File: src/rtl/period_slot_arbiter.sv
// period_slot_arbiter: one-at-a-time round-robin grant of a shared upload resource, paced by
// period ticks so that each requester is served at most once per period, with a grant timeout.
module period_slot_arbiter #(
  parameter int NUM_REQ     = 4,
  parameter int TIMEOUT_CYC = 1_000_000,
  parameter int CNT_W       = 24
) (
  input  logic               sys_clk_i,
  input  logic               rst_n_i,
  input  logic               period_reset_i,
  input  logic               period_tick_i,
  input  logic [NUM_REQ-1:0] req_i,
  input  logic [NUM_REQ-1:0] done_i,
  output logic [NUM_REQ-1:0] grant_o,
  output logic               busy_o,
  output logic [15:0]        frame_cnt_o,
  output logic               timeout_o,
  output logic               overrun_o
);

  localparam int PTR_W = (NUM_REQ > 1) ? $clog2(NUM_REQ) : 1;
  localparam logic [CNT_W-1:0] TMO_LAST = CNT_W'(TIMEOUT_CYC - 1);

  typedef enum logic [2:0] {
    ST_IDLE,
    ST_HOLD,
    ST_START,
    ST_SCAN,
    ST_GRANT,
    ST_WAIT
  } state_t;

  state_t             r_state, w_state_nxt;
  logic [NUM_REQ-1:0] r_grant, w_grant_nxt;
  logic               r_busy;
  logic [15:0]        r_frame_cnt, w_frame_cnt_nxt;
  logic               r_timeout, w_timeout_nxt;
  logic               r_overrun, w_overrun_nxt;
  logic [PTR_W-1:0]   r_ptr, w_ptr_nxt;
  logic [NUM_REQ-1:0] r_served, w_served_nxt;
  logic               r_tick_pend, w_tick_pend_nxt;
  logic [CNT_W-1:0]   r_tmo_cnt, w_tmo_cnt_nxt;

  logic [NUM_REQ-1:0] w_cand;
  logic [PTR_W-1:0]   w_idx [NUM_REQ];
  logic               w_found;
  logic [PTR_W-1:0]   w_sel;
  logic [PTR_W-1:0]   w_gidx;
  logic [PTR_W-1:0]   w_ptr_after;
  logic               w_done;
  logic               w_tmo;

  assign w_cand      = req_i & ~r_served;
  assign w_done      = |(done_i & r_grant);
  assign w_tmo       = (r_tmo_cnt == TMO_LAST);
  assign w_ptr_after = (w_gidx == PTR_W'(NUM_REQ - 1)) ? '0 : w_gidx + PTR_W'(1);

  // Search order starts at the pointer and wraps, so the last-served requester goes to the back.
  always_comb begin
    for (int i = 0; i < NUM_REQ; i++) begin
      w_idx[i] = PTR_W'((int'(r_ptr) + i) % NUM_REQ);
    end
  end

  always_comb begin
    w_found = 1'b0;
    w_sel   = '0;
    for (int i = 0; i < NUM_REQ; i++) begin
      if (!w_found && w_cand[w_idx[i]]) begin
        w_found = 1'b1;
        w_sel   = w_idx[i];
      end
    end
  end

  always_comb begin
    w_gidx = '0;
    for (int i = 0; i < NUM_REQ; i++) begin
      if (r_grant[i]) w_gidx = PTR_W'(i);
    end
  end

  always_comb begin
    w_state_nxt     = r_state;
    w_grant_nxt     = r_grant;
    w_frame_cnt_nxt = r_frame_cnt;
    w_timeout_nxt   = 1'b0;
    w_overrun_nxt   = 1'b0;
    w_ptr_nxt       = r_ptr;
    w_served_nxt    = r_served;
    w_tick_pend_nxt = r_tick_pend;
    w_tmo_cnt_nxt   = r_tmo_cnt;

    // The time base being held overrides everything, including a live grant.
    if (period_reset_i) begin
      w_state_nxt     = ST_HOLD;
      w_grant_nxt     = '0;
      w_frame_cnt_nxt = '0;
      w_served_nxt    = '0;
      w_tick_pend_nxt = 1'b0;
    end else begin
      case (r_state)
        ST_IDLE: begin
          if (period_tick_i) w_state_nxt = ST_START;
        end
        ST_HOLD: begin
          w_grant_nxt     = '0;
          w_frame_cnt_nxt = '0;
          w_served_nxt    = '0;
          w_tick_pend_nxt = 1'b0;
          w_state_nxt     = ST_IDLE;
        end
        ST_START: begin
          w_served_nxt    = '0;
          w_tick_pend_nxt = 1'b0;
          w_frame_cnt_nxt = r_frame_cnt + 16'd1;
          w_state_nxt     = ST_SCAN;
        end
        ST_SCAN: begin
          if (period_tick_i) w_tick_pend_nxt = 1'b1;
          if (w_found) begin
            w_grant_nxt   = NUM_REQ'(1) << w_sel;
            w_tmo_cnt_nxt = '0;
            w_state_nxt   = ST_GRANT;
          end else if (r_tick_pend || period_tick_i) begin
            w_state_nxt = ST_START;
          end else begin
            w_state_nxt = ST_WAIT;
          end
        end
        ST_GRANT: begin
          w_tmo_cnt_nxt = r_tmo_cnt + CNT_W'(1);
          if (period_tick_i) begin
            w_overrun_nxt   = 1'b1;
            w_tick_pend_nxt = 1'b1;
          end
          if (w_done || w_tmo) begin
            w_grant_nxt   = '0;
            w_served_nxt  = r_served | r_grant;
            w_ptr_nxt     = w_ptr_after;
            w_timeout_nxt = w_tmo && !w_done;
            w_state_nxt   = (r_tick_pend || period_tick_i) ? ST_START : ST_SCAN;
          end
        end
        ST_WAIT: begin
          if (period_tick_i) w_state_nxt = ST_START;
        end
        default: w_state_nxt = ST_IDLE;
      endcase
    end
  end

  always_ff @(posedge sys_clk_i or negedge rst_n_i) begin
    if (!rst_n_i) begin
      r_state     <= ST_IDLE;
      r_grant     <= '0;
      r_busy      <= 1'b0;
      r_frame_cnt <= '0;
      r_timeout   <= 1'b0;
      r_overrun   <= 1'b0;
      r_ptr       <= '0;
      r_served    <= '0;
      r_tick_pend <= 1'b0;
      r_tmo_cnt   <= '0;
    end else begin
      r_state     <= w_state_nxt;
      r_grant     <= w_grant_nxt;
      r_busy      <= |w_grant_nxt;
      r_frame_cnt <= w_frame_cnt_nxt;
      r_timeout   <= w_timeout_nxt;
      r_overrun   <= w_overrun_nxt;
      r_ptr       <= w_ptr_nxt;
      r_served    <= w_served_nxt;
      r_tick_pend <= w_tick_pend_nxt;
      r_tmo_cnt   <= w_tmo_cnt_nxt;
    end
  end

  assign grant_o     = r_grant;
  assign busy_o      = r_busy;
  assign frame_cnt_o = r_frame_cnt;
  assign timeout_o   = r_timeout;
  assign overrun_o   = r_overrun;

endmodule

File: config.mk
export PLATFORM = sky130hd
export DESIGN_NAME = period_slot_arbiter
export DESIGN_NICKNAME = d
export VERILOG_FILES = /design/src/rtl/period_slot_arbiter.sv
export SDC_FILE = /design/constraint.sdc
export NUM_CORES = 1
export LEC_CHECK = 0
export CORE_MARGIN = 2
export CORE_UTILIZATION = 51
export CTS_CLUSTER_DIAMETER = 80
export DETAILED_ROUTE_END_ITERATION = 10
export PLACE_DENSITY = 0.75
export SLEW_MARGIN = 25
export SYNTH_ARGS = -nofsm -noshare
export SYNTH_HDL_FRONTEND = slang
export SYNTH_SLANG_ARGS = --single-unit
File: constraint.sdc
create_clock -name sys_clk_i -period 2.1 [get_ports sys_clk_i]
set_input_delay 0.42 -clock sys_clk_i [delete_from_list [all_inputs] [get_ports sys_clk_i]]
set_output_delay 0.42 -clock sys_clk_i [all_outputs]
set_load 0.01 [all_outputs]
=== After elaboration in Yosys (flattened, before gate mapping) ===
Cells that the tools add are included.

* $add $sub $neg: 6
* Reduce and logical (&&, ||, !) cells: 25
* Equal/unequal tests: 11
* Shift-type cells: 1
* Magnitude comparators: 4
* Multiplexer cells: 47
* Bitwise operators: 5

{| class="wikitable"
|+ Operator list
! operator !! count
|-
| $pmux 24 s2 || 1
|-
| $pmux 16 s2 || 1
|-
| $add 24x1->24 const B || 1
|-
| $eq 24x20->1 const B || 1
|-
| $mux 24 || 1
|-
| $mux 4 || 5
|-
| $mux 1 || 18
|-
| $add 16x1->16 const B || 1
|-
| $mux 16 || 1
|-
| $mux 3 || 5
|-
| $mux 2 || 7
|-
| $lt 2x3->1 const B || 4
|-
| $pmux 3 s4 || 1
|-
| $pmux 4 s3 || 1
|-
| $reduce_bool 3->1 || 3
|-
| $and 4x4->4 || 2
|-
| $bmux 1 s2 || 4
|-
| $pmux 4 s2 || 1
|-
| $reduce_or 4->1 || 2
|-
| $eq 3x2->1 const B || 2
|-
| $eq 3x3->1 const B || 2
|-
| $ne 3x1->1 const B || 2
|-
| $reduce_and 2->1 || 3
|-
| $reduce_and 3->1 || 2
|-
| 17 further kinds || 28
|}

* Output and inout port bits: 23
* Logic and storage cells: 109
* Input bits: 12
* Register bits after elaboration: 57

=== Logic depth before layout (Yosys ltp) ===
Gate-level depths: netlist of run 1.

* Depth in word-level cells: 19
* Gate-level depth with buffers: 7
* Depth with buffers taken out: 6

=== Worst setup path before layout of run 1 ===
No wires, ideal clock.

* Kind: flip-flop to flip-flop
* From: register r_tmo_cnt[0]
* To: register r_ptr[1]
* Library setup time: 0.125 ns
* Setup slack: 0.109 ns
* Cell stages (with the launch flop): 8
* Arrival time: 1.866 ns
* Period minus slack after synthesis: 1.991 ns
* Data required time: 1.975 ns
* Path buffers: 1
* Cells stage by stage: dfrtp_1 > ha_1 > and4b_1 > nand3_1 > o31ai_2 > and2_1 > clkbuf_1 > mux2_2

* Word-level cells in the longest chain between the ends: 3

{| class="wikitable"
|+ RTL lines
! what !! line !! source
|-
| start: declaration || 42 || <nowiki>logic [CNT_W-1:0] r_tmo_cnt, w_tmo_cnt_nxt;</nowiki>
|-
| start signal: assignment || 175 || <nowiki>r_tmo_cnt <= w_tmo_cnt_nxt;</nowiki>
|-
| $eq 24x20->1 || 55 || <nowiki>assign w_tmo = (r_tmo_cnt == TMO_LAST);</nowiki>
|-
| $logic_or 1x1->1 || 137 || <nowiki>if (w_done || w_tmo) begin</nowiki>
|-
| $reduce_and 3->1 (no line) || - ||
|-
| end signal: assignment || 172 || <nowiki>r_ptr <= w_ptr_nxt;</nowiki>
|-
| end: declaration || 39 || <nowiki>logic [PTR_W-1:0] r_ptr, w_ptr_nxt;</nowiki>
|}

No other way between the ends.
A chain may end at the register's enable or synchronous reset.

=== Final worst setup path of run 1 ===
* From: input req_i[1]
* To: register r_tmo_cnt[15]

* Word-level cells in the longest chain between the ends: 15
* Elaborated cells between the ends (all ways): 21
* Those cells by class: 1 x eq/ne; 12 x mux; 1 x bitwise; 7 x reduce/logical

{| class="wikitable"
|+ RTL lines
! what !! line !! source
|-
| start: declaration || 12 || <nowiki>input logic [NUM_REQ-1:0] req_i,</nowiki>
|-
| $and 4x4->4 * || 53 || <nowiki>assign w_cand = req_i & ~r_served;</nowiki>
|-
| $bmux 1 s2 || 69 || <nowiki>if (!w_found && w_cand[w_idx[i]]) begin</nowiki>
|-
| $mux 1 (not written as such) || 69 ||
|-
| $mux 1 || 69 ||
|-
| $logic_not 1->1 || 69 ||
|-
| $logic_and 1x1->1 || 69 ||
|-
| $mux 1 || 69 ||
|-
| $logic_not 1->1 || 69 ||
|-
| $logic_and 1x1->1 || 69 ||
|-
| $mux 1 || 69 ||
|-
| $logic_not 1->1 || 69 ||
|-
| $logic_and 1x1->1 || 69 ||
|-
| $mux 1 * || 69 ||
|-
| $ne 2x2->1 (no line) * || - ||
|-
| $reduce_and 3->1 (no line) * || - ||
|}

Every way passes the cells marked *; elsewhere a longest branch is shown, timed or not. The select of a mux whose other input is x is not followed.

==> flow_summary.ini, run 1 <==
[clocking]
cts_max_level = 3
clk_pin_slew_ns = 0.07
tritoncts = done
clockBufferDepth = 2
post-cts-setup-buffer-count = 0
cts_resized = 1
cts_root_buf = clkbuf_8
cts_buffers = 9
clock_sinks = 57
clkLatencyLatePin_ns = 0.33
cts_hold_buffers = 0

[pwr]
vdd_drop_max_mv = 0.430
power_density_nw_per_um2 = 642
finalPower_mw = 2.53
leakage_nw = 1.66

[flow_run]
maxCapViolCount = 0

[synthesis]
synth_largest_area_cell = dfrtp_1
ys_seq_area_share_pct = 46.7
netlist.area_leader.share_pct = 46.7
async_reset_ff_share_pct = 100
ys_types = 54
synth_area_um2 = 3050
avgSynthCellArea_um2 = 9.31
ys_top_cells_by_area = dfrtp_1, o21ai_0, xnor2_1
postSynthCellCount = 328
synth_edf_count = 0
ys_seq_elements = 57
synth_ff_type = dfrtp_1
syn_nets = 342
synth_warnings = 0

[placement]
place_area_um2 = 3690
dp_hpwl_um = 5120
place.gp.congestion = 0.831
portBuffers = 34

[floorplan]
die_area_um2 = 6620
rows = 28
chipWidth_um = 81.4
initial_core_util_pct = 52.2
die_y_um = 81.4
io_pins = 35
coreArea_um2 = 5850

[critical_path]
path_cells = clkdlybuf4s50_1 > nor2b_1 > o41ai_2 > a211oi_1 > xnor2_1 > nor2_1
crit_slowest_cell = o41ai_2
crit_family = compound AO/OA/AOI/OAI gates
critical_path_class = input port to flip-flop
cp.required_ns = 2.32
crit_path_start_kind = input port
r2r_slack_ns = 0.13
cpPeakStageDelay_ns = 0.75
critPathArrivalTime_ns = 2.22
timing.critical_path.buf_inv = 1
r2r-end = r_tmo_cnt[18]
path_max_fanout = 5
r2r_cells = 5
reg2reg_from = r_tmo_cnt[6]
cp-end-kind = flip-flop

[final_layout]
area_delta_synth_final_pct = 29.0
fin_area_um2 = 3940
drive_gt1_share_pct = 15.8
antennaDiodeCount = 0
nets = 407

[sta]
setup_viol = 0
hold_viol = 0
tightest_slew_ns = 0.768
fin_crit_ns = 2.00
finalCritPeriodShare_pct = 95.1
fin_skew_ns = 0.00771
fmax_mhz = 501
rsz0062_at_grt = true
slew_headroom_pct = 48.2
drv_slew = 0

[routing]
vias = 2787
drtPass1Iterations = 5
drc = 0
ant_nets = 0
wl_per_cell_um = 15.1
drtIter0Drc = 161
wl_um = 7120
avgViaCountPerCell = 5.89

[grt]
grt_usage_pct = 23.5
grt_pass1_wl_um = 12000
antenna_found_initial = 0
grt_start_max_net_pins = 35
grt_pass1_vias = 2574
grt_remaining_overflow = 0

[hold_path]
holdCritPathClass = input port to async pin

[run_status]
status = completed
-- worst max path at each step --
stage / cells after the start / from / endpoint / slack, ns
2_1_floorplan: 7 / r_tmo_cnt[0] / r_ptr[1] / 0.11
3_3_place_gp: 6 / req_i[3] / r_tmo_cnt[23] / -0.39
3_5_place_dp: 6 / req_i[3] / r_tmo_cnt[23] / -0.49
4_1_cts: 5 / period_reset_i / r_tmo_cnt[23] / 0.005
5_1_grt: 5 / r_tmo_cnt[7] / r_tmo_cnt[18] / -0.01
6_report: 6 / req_i[1] / r_tmo_cnt[15] / 0.10
-- per-stage QoR --
step	hold slack [ns]	util (%)	setup slack (ns)	cells	setup TNS (ns)
floorplan	0.124	-	0.109	328	0
global placement	0.435	63.1	-0.393	457	-7.54
detailed placement	0.440	63.1	-0.487	457	-7.34
CTS	0.0772	66.9	0.00497	473	0
global route	0.107	67.3	-0.0148	473	-0.0242
finish	0.0718	67.3	0.103	473	0
-- kinds of logic after synthesis --
logic type,Yosys count,share of synthesized area (%)
XOR/XNOR,19,5.45
AND/OR/NAND/NOR,134,23.6
adder cells (fa/ha/maj),2,0.819
AO/OA/AOI/OAI,92,19.7
multiplexers,2,0.696
flip-flops,57,46.7
buffers and inverters,22,3.03
-- synth_stat cells (3+ instances only) --
master	instances
nand2b_1	3
a32o_1	3
inv_1	7
and2_1	3
a21oi_1	20
nor3_1	12
a31oi_1	5
nor4_1	5
and4_1	3
and3_1	8
nand4_1	11
clkbuf_1	8
o31ai_1	5
nand2_1	24
a22o_1	6
dfrtp_1	57
buf_1	3
xor2_1	3
nor2_1	30
nand3_1	15
o21ai_0	32
nor2b_1	7
or3_1	4
xnor2_1	16
-- sequential cells by signal, indices dropped and copies added (netlist names), 2 cells and up --
| name | count |
|---|---|
| r_state | 3 |
| grant_o | 4 |
| r_tmo_cnt | 24 |
| r_served | 4 |
| r_ptr | 2 |
| frame_cnt_o | 16 |
-- metal layers --
| layer | track usage, % | routed length (um) | vias to the layer above |
|---|---|---|---|
| met3 | 3.78 | 329 | 14 |
| met1 | 30.7 | 3160 | 1342 |
| met5 | 0 | 0 | - |
| met4 | 9.83 | 150 | 0 |
| met2 | 38.8 | 3480 | 81 |
| li1 | - | - | 1350 |
-- placed cells by master (no fill, tap or decap), types with 3 or more instances in the layout --
master | netlist | routed
nor2b_1 | 7 | 6
xnor2_1 | 16 | 16
nor3_1 | 12 | 12
o21ai_0 | 32 | 32
and3_1 | 8 | 8
inv_1 | 7 | 7
nor2_1 | 30 | 30
nand2_1 | 24 | 24
or3_1 | 4 | 4
a22o_1 | 6 | 6
dfrtp_1 | 57 | 57
nand4_1 | 11 | 11
clkdlybuf4s50_1 | 0 | 33
a32o_1 | 3 | 3
a2111oi_2 | 1 | 3
clkbuf_8 | 0 | 12
a31oi_1 | 5 | 5
and2_1 | 3 | 3
buf_4 | 2 | 34
nand2b_1 | 3 | 3
a21oi_1 | 20 | 20
xor2_1 | 3 | 3
nor4_1 | 5 | 5
o31ai_1 | 5 | 5
and4_1 | 3 | 3
nand3_1 | 15 | 15
-- where the power goes --
part	leakage, nW	internal, mW	switching, mW	total (mW)
clock	0.105	0.642	0.432	1.07
combinational	0.768	0.132	0.172	0.304
sequential	0.786	1.12	0.0264	1.15
total	1.66	1.90	0.630	2.53
-- layout make-up --
class	count	area, um^2
fill	473	1910
sequential	57	1430
clock buffer	12	165
timing repair buffer	69	611
clock inverter	4	50.0
inverter	7	26.3
tap	75	93.8
multi-input combinational	249	1570
No activity file was read; power rests on OpenSTA's default activity.
==> inputs of run 2 (changes only) <==
--- a/config.mk
+++ b/config.mk
@@ -5,7 +5,6 @@
 export SDC_FILE = /design/constraint.sdc
 export NUM_CORES = 1
 export LEC_CHECK = 0
-export CORE_MARGIN = 2
 export CORE_UTILIZATION = 51
 export CTS_CLUSTER_DIAMETER = 80
 export DETAILED_ROUTE_END_ITERATION = 10
==> run 2 against run 1 <==
  * Total power is 8.2% lower
  * Combinational power hardly changed
  * Count of clock-buffer cells in the layout is 3 higher
  * Critical path depth is 1 lower
  * Maximum frequency is 2.1% lower
  * Worst hold slack worse by 0.016 ns
  * Via count is 0.65% higher
  * Utilization is 1.9 points higher
  * Clock skew is 0.00080 ns higher
  * Register-to-register slack worse by 0.07 ns
==> flow_summary.ini, run 2 (same netlist as run 1, synthesis figures left out) <==
[grt]
grt_usage_pct = 24.4
grt_pass1_wl_um = 12000
grt_pass1_vias = 2619
grt_start_max_net_pins = 58
antenna_found_initial = 0
grt_remaining_overflow = 0

[pwr]
switching_share_pct = 26.2
vdd_drop_max_mv = 0.346
leakage_nw = 1.64
pwr-share-comb_pct = 13.0
power_density_nw_per_um2 = 594
switchingPower_mw = 0.608
clock_power_share_pct = 37.5
power.internal_mw = 1.71
seqPwrFrac_pct = 49.5

[clocking]
clkLatencyLatePin_ns = 0.34
clockBufferDepth = 2
clock_sinks = 57
cts_hold_buffers = 0
clk_pin_slew_ns = 0.07
cts_max_level = 3
post-cts-setup-buffer-count = 0
cts_buffers = 9
cts_root_buf = clkbuf_8
tritoncts = done

[critical_path]
cp-end-kind = flip-flop
reg2reg_from = r_tmo_cnt[8]
r2r-end = r_ptr[1]
critical_path_class = flip-flop to flip-flop
crit_path_start_kind = flip-flop
cp.required_ns = 2.33
path_max_fanout = 4
critPathArrivalTime_ns = 2.27
r2r_slack_ns = 0.06
r2r_cells = 5

[sta]
slew_headroom_pct = 71.9
finalCritPeriodShare_pct = 97.1
hold_viol = 0
fmax_mhz = 490
rsz0062_at_grt = true
setup_viol = 0
drv_slew = 0
hold_slack_ns = 0.0559
finalWorstSetupSlack_ns = 0.0607
fin_skew_ns = 0.00850
fin_crit_ns = 2.04
tightest_slew_ns = 0.421

[placement]
place.gp.congestion = 0.870
dp_hpwl_um = 4830
portBuffers = 34
place_ws_ns = -0.292
dp_cells = 457
place_area_um2 = 3710

[flow_run]
maxCapViolCount = 0

[floorplan]
die_y_um = 79.4
chipWidth_um = 79.4
die_area_um2 = 6300
io_pins = 35
initial_core_util_pct = 54.1
rows = 27
coreArea_um2 = 5640

[final_layout]
final_cell_mix = dfrtp_1, buf_4, clkdlybuf4s50_1
final_common_cell = dfrtp_1
fin_util_pct = 69.2
largest_reg_flops = 24
fin_area_um2 = 3910
nets = 410
antennaDiodeCount = 0
drive_gt1_share_pct = 15.0
area_delta_synth_final_pct = 27.9
instances_no_fill = 472
top_register = r_tmo_cnt

[routing]
drtPass1Iterations = 5
drc = 0
drtIter0Drc = 210
avgViaCountPerCell = 5.94
vias = 2805
wl_um = 7160
ant_nets = 0
wl_per_cell_um = 15.2

[hold_path]
holdCritPathClass = input port to async pin

[run_status]
status = completed
-- run 2: cell types whose count changed in the layout (fill, tap and decap cells not counted), moves of 2 or more --
cell and change:
clkbuf_1 +5, nor3_1 -2, clkbuf_8 -2, nor3_2 +2, clkinvlp_4 -2, buf_4 +3
-- run 2: critical path, cell delays in order, from the launching register on --
cell,delay (ns)
dfrtp_1,0.44
nor4_1,0.39
nand2_1,0.16
o31ai_2,0.39
and2_1,0.22
mux2_2,0.34
-- run 2: worst max path at each step --
stage | from | end | slack (ns) | depth (start not counted)
2_1_floorplan | r_tmo_cnt[0] | r_ptr[1] | 0.11 | 7
3_3_place_gp | period_reset_i | r_tmo_cnt[19] | -0.24 | 6
3_5_place_dp | period_reset_i | r_tmo_cnt[19] | -0.29 | 7
4_1_cts | period_reset_i | r_tmo_cnt[19] | 0.06 | 7
5_1_grt | period_reset_i | r_tmo_cnt[18] | -0.01 | 6
6_report | r_tmo_cnt[8] | r_ptr[1] | 0.06 | 5
-- run 2: what timing repair did --
action | CTS | global route
resized for setup | 0 | 6
setup endpoints to repair | 0 | 5
endpoints found under the hold margin | 0 | 0
-- run 2: per-layer routing --
| layer | wire length, um | track usage (%) |
|---|---|---|
| met5 | 0 | 0 |
| met4 | 152 | 12.0 |
| met3 | 309 | 3.54 |
| met2 | 3270 | 37.4 |
| met1 | 3430 | 33.9 |
-- run 2: layout make-up --
| cell class | instances | area, um^2 |
|---|---|---|
| repair buffers | 72 | 633 |
| multi-input cells | 249 | 1570 |
| clock buffers | 15 | 156 |
| flip-flops and latches | 57 | 1430 |
| inverters | 7 | 26.3 |
| well taps | 72 | 90.1 |
| fillers | 427 | 1740 |
-- run 2: stage by stage --
step | total power, mW | TNS (ns)
2_1_floorplan | 1.33 | 0
3_3_place_gp | 1.46 | -4.15
3_5_place_dp | 1.47 | -4.63
4_1_cts | 2.33 | 0
5_1_grt | 2.41 | -0.0113
6_report | 2.32 | 0
-- run 2: power by group through the flow --
stage	registers, mW	clock network [mW]	logic, mW
after floorplan	1.17	0	0.158
after global placement	1.17	0	0.297
after detailed placement	1.17	0	0.298
after CTS	1.15	0.880	0.300
after global routing	1.15	0.925	0.337
final	1.15	0.870	0.302
==> inputs of run 3 (changes only) <==
--- a/config.mk
+++ b/config.mk
@@ -9,7 +9,7 @@
 export CTS_CLUSTER_DIAMETER = 80
 export DETAILED_ROUTE_END_ITERATION = 10
 export PLACE_DENSITY = 0.75
-export SLEW_MARGIN = 25
+export SLEW_MARGIN = 10
 export SYNTH_ARGS = -nofsm -noshare
 export SYNTH_HDL_FRONTEND = slang
 export SYNTH_SLANG_ARGS = --single-unit
==> results of run 3 <==
No change in the layout: final DEF, timing and power equal those of run 2.
==> variant: new RTL, config.mk and constraints of run 1 <==
Re-encode `state_t` (6 states) as one-hot, 6 bits wide.
--- a/src/rtl/period_slot_arbiter.sv
+++ b/src/rtl/period_slot_arbiter.sv
@@ -23,9 +23,9 @@
 
-  typedef enum logic [2:0] {
-    ST_IDLE,
-    ST_HOLD,
-    ST_START,
-    ST_SCAN,
-    ST_GRANT,
-    ST_WAIT
+  typedef enum logic [5:0] {
+    ST_IDLE  = 6'b000001,
+    ST_HOLD  = 6'b000010,
+    ST_START = 6'b000100,
+    ST_SCAN  = 6'b001000,
+    ST_GRANT = 6'b010000,
+    ST_WAIT  = 6'b100000
   } state_t;
Check against the original RTL: same outputs for any inputs over 4 cycles, from zero or initial values and one cycle with rst_n_i low; so few cycles prove little.
==> variant against run 1 <==
The run now ends with design-rule violations, negative setup slack left; power is 9.2% lower; setup slack worse by 140 ps; cell count is 11% higher; area after synthesis grew 12%; routed wire length up 23%; via count grew 18%; final area up 11%; count of clock-buffer cells in the layout grew 1; combinational power shrank 40%; sequential cell count rose by 3; highest routed layer unchanged.
==> variant: results <==
group,metric,value,unit
sta,skew,8.403,ps
logic_synthesis,synthesis.nets,378,
placed_design,placedCellCount,504,
logic_synthesis,ys_top_cells_by_count,"59 x dfrtp_1, 35 x o21ai_0, 28 x nand2_1",
cells_and_area,finalNetCount,456,
logic_synthesis,ys_types,60,
clock_network,cts_resized,0,
sta,finalSetupViolations,1,
logic_synthesis,netlist_instances,364,
logic_synthesis,synthMuxAreaShare,0.2926,%
pwr,p_int,1.734,mW
pwr,p_sw_share,24.44,%
cells_and_area,fillerInstances,493,
routing,wl_per_cell,16.79,um
sta,tns,-38.66,ps
placed_design,gp_congestion,0.8908,
worst_setup_path,cp-startpoint,"r_state[0]",
routing,drt-initial-drc-count,199,
global_routing,grt_max_degree,29,
pwr,irDropWorstVdd,0.4828,mV
cells_and_area,fin_cells,523,
logic_synthesis,synth_compound_area_share,24.80,%
pwr,pwr-share-clk,40.3,%
pwr,leakagePower,1.907,nW
placed_design,postPlaceCellArea,4120,sq um
clock_network,h-tree-depth,3,
logic_synthesis,ys_seq_area_share,43.93,%
pwr,pg_seq,1.19,mW
routing,vias,3297,
sta,slew_headroom,57.75,%
placed_design,pre_cts_slack,-175.5,ps
run_status,status,"finished with violations",
global_routing,grt_pass1_vias,3072,
worst_setup_path,r2r_cells,7,
routing,drt_pass1_iterations,8,
placed_design,dpl.hpwl,6.126,mm
worst_setup_path,cp.arrival,2350,ps
worst_setup_path,crit_fanout,8,
sta,setup_slack,-38.66,ps
routing,drc,2,
cells_and_area,drive_above_1_share,19.28,%
run_status,failed_checks,"design-rule violations, negative setup slack",
logic_synthesis,netlist_top_cells_area,"dfrtp_1 43%, o21ai_0 5.1%, a21oi_1 4.0%, nand2_1 3.1%, and3_1 2.9%",
cells_and_area,antennaDiodeCount,0,
global_routing,grt_pass1_wl,14.49,mm
variant: area by class of cell:
cell class | count | area share (%)
inverter | 7 | 0.6002
sequential | 60 | 34.32
timing repair buffer | 87 | 16.92
tap | 77 | 2.201
clock inverter | 2 | 0.2286
clock buffer | 13 | 3.630
multi-input combinational | 277 | 42.10
variant: metrics by stage:
step | hold slack, ps | utilization (%)
6_report | 94.79 | 68.17
2_1_floorplan | 124.4 | -
3_5_place_dp | 481.3 | 64.15
4_1_cts | 112.9 | 66.78
3_3_place_gp | 467.9 | 64.15
5_1_grt | 145.2 | 68.17
variant: per-layer routing:
metal  global-route usage, %  vias to the layer above  part of all wire (%)
met3                   3.850                       16                   5.2
li1                        -                     1549                     -
met5                       0                        -                     0
met4                   11.11                        0                   2.1
met2                   38.41                      128                    47
met1                   34.87                     1604                    46
variant: worst max-delay path, cell delays in order (launching register included):
cell and delay (ps):
dfstp_2 410, or4_4 570, nor2_8 170, o2111ai_4 200, buf_4 190, buf_4 130
o21ai_0 210, a21oi_1 120
